<file path="src/rtl/encap_out_streamer_pkg.sv">
// ============================================================================
// Module   : encap_out_streamer_pkg
// Brief    : Shared definitions for the encapsulation output streamer:
//            segment tags, FSM state encodings, C0 size derivation, CLOG2.
// Revision : 1.0 - initial release
// ============================================================================
`default_nettype none

`ifndef CLOG2
`define CLOG2(x) $clog2(x)
`endif

package encap_out_streamer_pkg;

  // Segment tags carried alongside each streamed word
  localparam logic [1:0] SEG_C0  = 2'd0;
  localparam logic [1:0] SEG_C1  = 2'd1;
  localparam logic [1:0] SEG_K   = 2'd2;
  localparam logic [1:0] SEG_CHK = 2'd3;

  localparam int DATA_W   = 32;
  localparam int ENTRY_W  = DATA_W + 3;  // {last, seg[1:0], data}
  localparam int C1_WORDS = 8;
  localparam int K_WORDS  = 8;

  typedef enum logic [2:0] {
    ST_IDLE  = 3'd0,
    ST_RD_C0 = 3'd1,
    ST_RD_C1 = 3'd2,
    ST_RD_K  = 3'd3,
    ST_CHK   = 3'd4,
    ST_DRAIN = 3'd5
  } state_t;

  // GF(2^m) degree for a McEliece parameter set
  function automatic int mce_m(input int ps);
    return (ps == 1) ? 12 : 13;
  endfunction

  // Error weight for a McEliece parameter set
  function automatic int mce_t(input int ps);
    case (ps)
      1:       return 64;
      2:       return 96;
      3:       return 128;
      4:       return 119;
      default: return 128;
    endcase
  endfunction

  // Number of 32-bit words holding the m*t-bit syndrome C0
  function automatic int c0_words(input int ps);
    return (mce_m(ps) * mce_t(ps) + 31) / 32;
  endfunction

endpackage

`default_nettype wire

</file>
<file path="src/rtl/encap_out_fifo.sv">
// ============================================================================
// Module   : encap_out_fifo
// Brief    : 2-entry valid/ready FIFO; head entry is driven straight from
//            storage registers so there is no ready->valid combinational path.
// Revision : 1.0 - initial release
// ============================================================================
`default_nettype none

module encap_out_fifo #(
  parameter int WIDTH = 35
) (
  input  logic             clk,
  input  logic             rst_n,
  input  logic             i_push,
  input  logic [WIDTH-1:0] i_push_data,
  input  logic             i_ready,
  output logic [WIDTH-1:0] o_head,
  output logic             o_valid,
  output logic             o_pop,
  output logic [1:0]       o_count
);

  logic [WIDTH-1:0] r_mem [2];
  logic             r_wr_ptr;
  logic             r_rd_ptr;
  logic [1:0]       r_count;

  assign o_valid = (r_count != 2'd0);
  assign o_pop   = o_valid & i_ready;
  assign o_head  = r_mem[r_rd_ptr];
  assign o_count = r_count;

  // Storage, pointers and occupancy; simultaneous push/pop keeps occupancy
  always_ff @(posedge clk or negedge rst_n) begin
    if (!rst_n) begin
      r_mem[0] <= '0;
      r_mem[1] <= '0;
      r_wr_ptr <= 1'b0;
      r_rd_ptr <= 1'b0;
      r_count  <= 2'd0;
    end else begin
      if (i_push) begin
        r_mem[r_wr_ptr] <= i_push_data;
        r_wr_ptr        <= ~r_wr_ptr;
      end
      if (o_pop) begin
        r_rd_ptr <= ~r_rd_ptr;
      end
      r_count <= r_count + {1'b0, i_push} - {1'b0, o_pop};
    end
  end

endmodule

`default_nettype wire

</file>
<file path="src/rtl/encap_out_streamer.sv">
// ============================================================================
// Module   : encap_out_streamer
// Brief    : On a rising encap_done, reads C0, C1 and K from the core's
//            synchronous read ports and streams them as valid/ready words.
//            Optional macro OUT_CHECKSUM_EN appends an XOR checksum word.
// Revision : 1.0 - initial release
// ============================================================================
`default_nettype none

`ifndef CLOG2
`define CLOG2(x) $clog2(x)
`endif

module encap_out_streamer
  import encap_out_streamer_pkg::*;
#(
  parameter int PARAMETER_SET = 1
) (
  input  logic                                           clk,
  input  logic                                           rst_n,
  input  logic                                           encap_done,
  output logic                                           rd_C0,
  output logic [`CLOG2(c0_words(PARAMETER_SET))-1:0]     C0_addr,
  input  logic [31:0]                                    C0_out,
  output logic                                           rd_C1,
  output logic [2:0]                                     C1_addr,
  input  logic [31:0]                                    C1_out,
  output logic                                           rd_K,
  output logic [2:0]                                     K_addr,
  input  logic [31:0]                                    K_out,
  output logic [31:0]                                    dout,
  output logic                                           dout_valid,
  input  logic                                           dout_ready,
  output logic [1:0]                                     dout_seg,
  output logic                                           dout_last,
  output logic                                           busy,
  output logic                                           done
);

  localparam int C0_WORDS = c0_words(PARAMETER_SET);
  localparam int C0_AW    = `CLOG2(C0_WORDS);
  localparam int ADDR_W   = (C0_AW > 3) ? C0_AW : 3;

  localparam logic [ADDR_W-1:0] c_C0_LAST = ADDR_W'(C0_WORDS - 1);
  localparam logic [ADDR_W-1:0] c_C1_LAST = ADDR_W'(C1_WORDS - 1);
  localparam logic [ADDR_W-1:0] c_K_LAST  = ADDR_W'(K_WORDS - 1);

  state_t              r_state;
  state_t              w_state_next;
  logic [ADDR_W-1:0]   r_addr;
  logic [ADDR_W-1:0]   w_addr_next;
  logic                r_enc_prev;
  logic                w_rise;
  logic                w_issue;
  logic [1:0]          w_issue_seg;
  logic                w_issue_last;
  logic                w_chk_push;
  logic                w_done_set;
  logic                r_rd_valid;
  logic [1:0]          r_rd_seg;
  logic                r_rd_last;
  logic                r_done;
  logic [31:0]         w_rd_data;
  logic                w_push;
  logic [ENTRY_W-1:0]  w_push_data;
  logic [ENTRY_W-1:0]  w_head;
  logic                w_valid;
  logic                w_pop;
  logic [1:0]          w_count;
  logic [2:0]          w_used;
  logic                w_room;

  assign w_rise = encap_done & ~r_enc_prev;

  // Credit: buffered words plus the read on the bus, less the word leaving now
  assign w_used = {1'b0, w_count} + {2'b00, r_rd_valid};
  assign w_room = (w_used - {2'b00, w_pop}) < 3'd2;

  // State register
  always_ff @(posedge clk or negedge rst_n) begin
    if (!rst_n) begin
      r_state <= ST_IDLE;
    end else begin
      r_state <= w_state_next;
    end
  end

  // Next state, read issue and address sequencing
  always_comb begin
    w_state_next = r_state;
    w_addr_next  = r_addr;
    w_issue      = 1'b0;
    w_issue_seg  = SEG_C0;
    w_issue_last = 1'b0;
    w_chk_push   = 1'b0;
    w_done_set   = 1'b0;
    case (r_state)
      ST_IDLE: begin
        if (w_rise) begin
          w_state_next = ST_RD_C0;
          w_addr_next  = '0;
        end
      end
      ST_RD_C0: begin
        w_issue_seg = SEG_C0;
        if (w_room) begin
          w_issue = 1'b1;
          if (r_addr == c_C0_LAST) begin
            w_state_next = ST_RD_C1;
            w_addr_next  = '0;
          end else begin
            w_addr_next = r_addr + ADDR_W'(1);
          end
        end
      end
      ST_RD_C1: begin
        w_issue_seg = SEG_C1;
        if (w_room) begin
          w_issue = 1'b1;
          if (r_addr == c_C1_LAST) begin
            w_state_next = ST_RD_K;
            w_addr_next  = '0;
          end else begin
            w_addr_next = r_addr + ADDR_W'(1);
          end
        end
      end
      ST_RD_K: begin
        w_issue_seg = SEG_K;
        if (w_room) begin
          w_issue = 1'b1;
          if (r_addr == c_K_LAST) begin
`ifdef OUT_CHECKSUM_EN
            w_state_next = ST_CHK;
`else
            w_issue_last = 1'b1;
            w_state_next = ST_DRAIN;
`endif
            w_addr_next  = '0;
          end else begin
            w_addr_next = r_addr + ADDR_W'(1);
          end
        end
      end
`ifdef OUT_CHECKSUM_EN
      // Checksum is final only once every data word has been accepted
      ST_CHK: begin
        if ((w_count == 2'd0) && !r_rd_valid) begin
          w_chk_push   = 1'b1;
          w_state_next = ST_DRAIN;
        end
      end
`endif
      ST_DRAIN: begin
        if (w_pop && w_head[ENTRY_W-1]) begin
          w_done_set   = 1'b1;
          w_state_next = ST_IDLE;
        end
      end
      default: begin
        w_state_next = ST_IDLE;
      end
    endcase
  end

  // Address counter, start edge detector, read tag pipeline and done pulse
  always_ff @(posedge clk or negedge rst_n) begin
    if (!rst_n) begin
      r_addr     <= '0;
      r_enc_prev <= 1'b0;
      r_rd_valid <= 1'b0;
      r_rd_seg   <= SEG_C0;
      r_rd_last  <= 1'b0;
      r_done     <= 1'b0;
    end else begin
      r_addr     <= w_addr_next;
      r_enc_prev <= encap_done;
      r_rd_valid <= w_issue;
      r_rd_seg   <= w_issue_seg;
      r_rd_last  <= w_issue_last;
      r_done     <= w_done_set;
    end
  end

  // Select the read port matching the tag of the read issued last cycle
  always_comb begin
    w_rd_data = K_out;
    case (r_rd_seg)
      SEG_C0:  w_rd_data = C0_out;
      SEG_C1:  w_rd_data = C1_out;
      default: w_rd_data = K_out;
    endcase
  end

`ifdef OUT_CHECKSUM_EN
  logic [31:0] r_acc;

  // XOR of every word accepted by the sink, cleared at transfer start
  always_ff @(posedge clk or negedge rst_n) begin
    if (!rst_n) begin
      r_acc <= '0;
    end else if ((r_state == ST_IDLE) && w_rise) begin
      r_acc <= '0;
    end else if (w_pop) begin
      r_acc <= r_acc ^ w_head[31:0];
    end
  end

  assign w_push      = r_rd_valid | w_chk_push;
  assign w_push_data = w_chk_push ? {1'b1, SEG_CHK, r_acc}
                                  : {r_rd_last, r_rd_seg, w_rd_data};
`else
  assign w_push      = r_rd_valid;
  assign w_push_data = {r_rd_last, r_rd_seg, w_rd_data};
`endif

  encap_out_fifo #(
    .WIDTH (ENTRY_W)
  ) u_fifo (
    .clk         (clk),
    .rst_n       (rst_n),
    .i_push      (w_push),
    .i_push_data (w_push_data),
    .i_ready     (dout_ready),
    .o_head      (w_head),
    .o_valid     (w_valid),
    .o_pop       (w_pop),
    .o_count     (w_count)
  );

  assign rd_C0   = w_issue && (r_state == ST_RD_C0);
  assign rd_C1   = w_issue && (r_state == ST_RD_C1);
  assign rd_K    = w_issue && (r_state == ST_RD_K);
  assign C0_addr = (r_state == ST_RD_C0) ? r_addr[C0_AW-1:0] : '0;
  assign C1_addr = (r_state == ST_RD_C1) ? r_addr[2:0] : 3'd0;
  assign K_addr  = (r_state == ST_RD_K)  ? r_addr[2:0] : 3'd0;

  assign dout       = w_head[31:0];
  assign dout_seg   = w_head[33:32];
  assign dout_last  = w_head[ENTRY_W-1];
  assign dout_valid = w_valid;
  assign busy       = (r_state != ST_IDLE);
  assign done       = r_done;

endmodule

`default_nettype wire

</file>
<file path="config.mk">
export PLATFORM = sky130hd
export DESIGN_NAME = encap_out_streamer
export DESIGN_NICKNAME = d
export VERILOG_FILES = /design/src/rtl/encap_out_streamer_pkg.sv /design/src/rtl/encap_out_fifo.sv /design/src/rtl/encap_out_streamer.sv
export SDC_FILE = /design/constraint.sdc
export NUM_CORES = 1
export LEC_CHECK = 0
export CELL_PAD_IN_SITES_DETAIL_PLACEMENT = 0
export CELL_PAD_IN_SITES_GLOBAL_PLACEMENT = 1
export CORE_UTILIZATION = 34
export CTS_CLUSTER_SIZE = 12
export DETAILED_ROUTE_END_ITERATION = 6
export GPL_TIMING_DRIVEN = 1
export HOLD_SLACK_MARGIN = 0.12
export MAX_ROUTING_LAYER = met4
export PLACE_DENSITY = 0.8
export RECOVER_POWER = 50
export SLEW_MARGIN = 10
export SYNTH_ARGS = -nofsm -noshare
export SYNTH_HDL_FRONTEND = slang
export SYNTH_SLANG_ARGS = --single-unit
</file>
<file path="constraint.sdc">
create_clock -name clk -period 3.07 [get_ports clk]
set_input_delay 0.614 -clock clk [delete_from_list [all_inputs] [get_ports clk]]
set_output_delay 0.614 -clock clk [all_outputs]
set_load 0.01 [all_outputs]
</file>
* Word-level counts from Yosys, hierarchy flattened
Index checks and enable logic that the tools add are counted.
** Word-level totals
- Logic and storage cells :: 91
- Flip-flop bits (word level) :: 88
** Cells by class
- Muxes and demuxes :: 33
- Bitwise logic cells :: 7
- Magnitude comparators :: 4
- Add/sub/neg operators :: 5
- Equality and inequality tests :: 16
- Reduce and logical (&&, ||, !) cells :: 14
** Operators by type and width (count)
- $mux 35 :: 4
- $bwmux 70 :: 1
- $pmux 32 s2 :: 1
- $demux 35 s1 :: 1
- $mux 3 :: 10
- $mux 5 :: 6
- $ne 2x2->1 const B :: 8
- $pmux 3 s5 :: 1
- $pmux 5 s3 :: 1
- $reduce_and 8->1 :: 1
- $mux 1 :: 7
- $eq 3x2->1 const B :: 2
- $reduce_bool 3->1 :: 2
- $add 5x1->5 const B :: 1
- $eq 5x3->1 const B :: 1
- $eq 5x5->1 const B :: 1
- $logic_and 1x1->1 :: 5
- $ge 2x2->1 const B :: 2
- $not 1->2 :: 2
- $pmux 2 s2 :: 1
- $reduce_and 4->1 :: 1
- $add 2x1->3 :: 1
- $eq 3x1->1 const B :: 1
- $eq 3x3->1 const B :: 1
- 14 further kinds :: 17

* Logic depth before layout (Yosys ltp)
- Depth after elaboration :: 7
- Gate-level depth with buffers :: 9
- Mapped depth without buffers :: 9

* Cells and area by module
From an unflattened synthesis, not the netlist that was laid out.
** Unflattened totals
- Cell total of the unflattened synthesis :: 396
- Area, all modules :: 4878.4 µm²
** Modules (own cells, without submodules)
- encap_out_fifo :: area an instance 3375.7 µm², times used 1, seq. area each 1851.8 µm², cells an instance 202
- encap_out_streamer :: area an instance 1502.7 µm², times used 1, seq. area each 350.3 µm², cells an instance 194

* Worst setup path before layout
OpenSTA, ideal clock, no wires.
- Kind :: input -> output
- Start point :: input port dout_ready
- End point :: output port rd_C1
- Stages on the path :: 8
- Buffers on the path :: 0
- Path slack :: 0.184 ns
- Arrival time :: 2.272 ns
- Cell sequence :: o21a_1 > ha_1 > inv_1 > ha_1 > fa_1 > xnor2_1 > or2_2 > nor2_1
** On the way
- Word-level cells in the longest chain between the ends :: 6
** RTL lines
- start: declaration :: RTL line encap_out_streamer.sv:33 : input logic dout_ready,
- $and 1x1->1 :: RTL line encap_out_fifo.sv:29 : assign o_pop = o_valid & i_ready;
- $sub 3x1->3 :: RTL line encap_out_streamer.sv:77 : assign w_room = (w_used - {2'b00, w_pop}) < 3'd2;
- $lt 3x2->1 :: RTL line encap_out_streamer.sv:77
- $mux 1 :: RTL line encap_out_streamer.sv:106, encap_out_streamer.sv:118, encap_out_streamer.sv:130
- $mux 1
- $logic_and 1x1->1 :: RTL line encap_out_streamer.sv:232 : assign rd_C1 = w_issue && (r_state == ST_RD_C1);
- end: declaration :: RTL line encap_out_streamer.sv:25 : output logic rd_C1,
Every way passes these cells.

* Worst setup path in the final report
- Start point :: register u_fifo.r_count[1], in the netlist u_fifo.o_count[1]
- End point :: output port rd_K
** On the way
- Word-level cells in the longest chain between the ends :: 7
** RTL lines
- start: declaration :: RTL line encap_out_fifo.sv:26 : logic [1:0] r_count;
- start signal: assignment :: RTL line encap_out_fifo.sv:49 : r_count <= r_count + {1'b0, i_push} - {1'b0, o_pop};
- $reduce_bool 2->1 :: RTL line encap_out_fifo.sv:28 : assign o_valid = (r_count != 2'd0);
- $and 1x1->1 :: RTL line encap_out_fifo.sv:29
- named net u_fifo.o_pop :: RTL line encap_out_fifo.sv:19 : output logic o_pop,
- $sub 3x1->3 :: RTL line encap_out_streamer.sv:77
- $lt 3x2->1 :: RTL line encap_out_streamer.sv:77
- $mux 1 :: RTL line encap_out_streamer.sv:106, encap_out_streamer.sv:118, encap_out_streamer.sv:130
- $mux 1
- $logic_and 1x1->1 :: RTL line encap_out_streamer.sv:233 : assign rd_K = w_issue && (r_state == ST_RD_K);
- end: declaration :: RTL line encap_out_streamer.sv:28 : output logic rd_K,
The timed path passes the listed nets, and every way through them passes these cells.

==> metrics.txt <==
Initial DRC Count about 180; routed wire length between 10 and 15 mm; Final Cycle Share 0.974; Core Area about 13,000 µm²; instance count on the critical path 8; final net count 721; gr ovfl total 0; CP Capture Type output pin; count leader, synth dfrtp_1; met2 usage in global routing 0.311; Clock Latency Late Sink between 0.3 and 0.4 ns; # IOs between 150 and 200; total power 6.36 mW; antenna violations before repair 0; Hold Path Depth 2; P_sw 2.23 mW; Synth top area share 0.492; Die W about 120 µm; slowest CP cell fa_2; switching share of power 0.351; chip height ~120 µm; failing checks max-capacitance violations, max-slew violations; Routed Antenna Nets 0; mean area per synthesized cell between 9 and 10 µm²; family with the most delay on the worst path adder cells; H-tree depth 3; final cell count without fillers 793; area post-placement between 6000 and 7000 µm²; Initial Util 0.352; vias between 3,000 and 4,000; leakage about 2.8 nW; Post-Syn Area around 4500 µm²; CP arrival 2.38 ns; reg2reg path depth 10; Clock Tree Buf Depth 2; wire length per cell approximately 15 µm; global router's overall resource usage 0.179; DR pass1 iterations 4; sequential share of power 0.313; Clk pwr share 0.189; max_cap viols 1; status complete, but fails checks; DIE AREA 13,600 µm²; Async SR Flop Fraction 1.00; Pins Over Slew Limit between 60 and 70; WHS ~0.47 ns; CTS Root Cell clkbuf_16; Hold Violations, Final 0; Netlist cell types 39; Worst IR Drop VDD 484 µV; PortBufs 151; critical setup path kind flop to output pin; fin area roughly 6600 µm²; # placed instances 773; CTS tree done; Worst-path clk slew 0.06 ns; Post-synth EDFFs 0; Synth Register Bits 88; area grow syn2layout 46.7%; post-layout util 0.516; crit-path cells o21a_1, ha_1, inv_1, ha_2, fa_2, or2_4, nor2_2, buf_2; Required @ worst endpoint about 2.5 ns; Top FF cell, synth dfrtp_1; WP buf/inv 2; n_diodes 0; Yosys warning count 0; layout cell share with drive strength beyond 1 0.143; global-route track usage on met3 0.0311; pwr dens just under 1000 nW/µm²; Hold-fix buffers, CTS 0; Seq/Total Area, Yosys 0.492; RD Place Congestion around 0.80; most common library cells after synthesis dfrtp_1 (88), nand2_1 (73), o21ai_0 (66); post-synth net total between 500 and 600; clk sinks 88; Clock Skew approximately 0.0077 ns; number of global-route vias before repair approximately 3,900; met1 usage 0.212; RSZ-0062 raised after global routing true; Worst Tran Pin Value 1.65 ns; Synth area leaders dfrtp_1 (49%), mux2_2 (10%), mux2i_1 (7.6%), o21ai_0 (7.4%), nand2_1 (6.1%); largest net degree at the start of global routing 67; Cell Int Power between 4 and 5 mW; DRC Markers 0; Worst Path Max Fanout 3; fin crit period roughly 3 ns; cell taking the most area after synthesis dfrtp_1; maximum clock rate 334 MHz; post-DP HPWL about 8.2 mm; busiest grt layer met2; Max-slew headroom -0.0988; Logic pwr share 0.498; DR vias/cell 4.90; Final Setup Violations 0; Synth Instances 466; worst hold-check path type flop to flop; Worst setup SP type flop; Worst path max stage delay roughly 0.45 ns; CTS Buf Count 9; first-pass GRT wire length approximately 18 mm; row count 41
[through the flow]
stage | setup slack (ns) | TNS (ns)
finish | 0.0784 | 0
global route | -0.00331 | -0.00331
CTS | 0.0164 | 0
detailed placement | -0.685 | -2.22
global placement | -0.603 | -1.81
floorplan | 0.184 | 0
[cells in the final DEF (no fill, tap or decap), drive strengths merged, types with 2 or more instances in the layout]
cell type      synthesis  routed
xnor2                  2       2
a31oi                  2       2
nor4b                  2       2
ha                     3       3
nand2                 73      73
o22ai                  2       2
dfrtp                 88      88
bufinv                 0       3
nor3b                  2       2
xor2                   2       2
or2                    2       2
buf                   15      20
o21ai                 69      69
nand3b                 3       3
nor2b                  3       3
a21oi                 34      34
inv                    7       7
clkdlybuf4s50          0     145
clkbuf                17      16
and2                   5       5
nor4                   2       2
mux2                  41      41
and3                   6       6
mux2i                 34      34
nor2                  40      40
[kinds of logic (layout without fill, tap and decap cells)]
logic type                 after synthesis  after routing  share of synthesized area
adders and majority gates                4              4                     0.0129
xor gates and xnor gates                 4              4                    0.00783
AOI/OAI and AO/OA                      112            112                      0.130
buffers and inverters                   39            194                     0.0361
DFF                                     88             88                      0.492
and+or+nand+nor                        144            144                      0.142
muxes                                   75             75                      0.179
[sequential cells by signal (all words and copies together) (netlist names)]
signal,count
done,1
r_addr,5
r_enc_prev,1
r_rd_last,1
r_rd_seg,2
r_rd_valid,1
r_state,3
u_fifo.o_count,2
u_fifo.r_mem,70
u_fifo.r_rd_ptr,1
u_fifo.r_wr_ptr,1
[final timing paths]
path,startpoint,endpoint,slack (ns)
max,u_fifo.o_count[1],rd_K,0.08
min,u_fifo.r_mem[46],u_fifo.r_mem[46],0.47
max reg2reg,u_fifo.o_count[1],r_state[1],0.54
min reg2reg,u_fifo.r_mem[46],u_fifo.r_mem[46],0.47
max in group asynchronous,rst_n,u_fifo.r_mem[41],1.01
min in group asynchronous,rst_n,u_fifo.r_mem[0],0.69
[final cells by class]
| cell class | instances | area [µm²] |
|---|---|---|
| fillers | 1241 | 6150 |
| clock inverters | 4 | 95.1 |
| repair buffers | 172 | 1650 |
| inverters | 7 | 26.3 |
| clock buffers | 11 | 233 |
| flip-flops and latches | 88 | 2200 |
| well taps | 172 | 215 |
| multi-input cells | 339 | 2140 |
[routing by layer]
layer | share of wire | up-vias
met5 | 0 | -
met4 | 0.012 | 0
met3 | 0.066 | 14
met2 | 0.47 | 124
met1 | 0.45 | 1837
li1 | - | 1912
[worst register-to-register path: cells and delay by family, from the launching register on]
kind,cells,cell delay (ns)
fa+ha+maj,3,0.79
simple gates,2,0.45
flops,1,0.39
mux,1,0.23
buf+inv,2,0.20
compound gates,1,0.19
xor+xnor,1,0.15
[power by group through the flow]
| stage | Clock, mW | Combinational [mW] | Sequential [mW] |
|---|---|---|---|
| floorplan | 0 | 1.77 | 1.90 |
| global placement | 0 | 3.05 | 1.97 |
| detailed placement | 0 | 3.12 | 2.01 |
| CTS | 1.23 | 3.21 | 1.99 |
| global route | 1.29 | 3.50 | 2.06 |
| finish | 1.20 | 3.17 | 1.99 |
[timing repair]
item / in CTS / in global routing
endpoints found under the setup margin: 3 / 3
resized for setup: 21 / 1
pin swaps: 5 / 4
buffers inserted: 5 / 0
gates cloned: 0 / 0
Note: power is estimated with default switching activity, not from simulation.
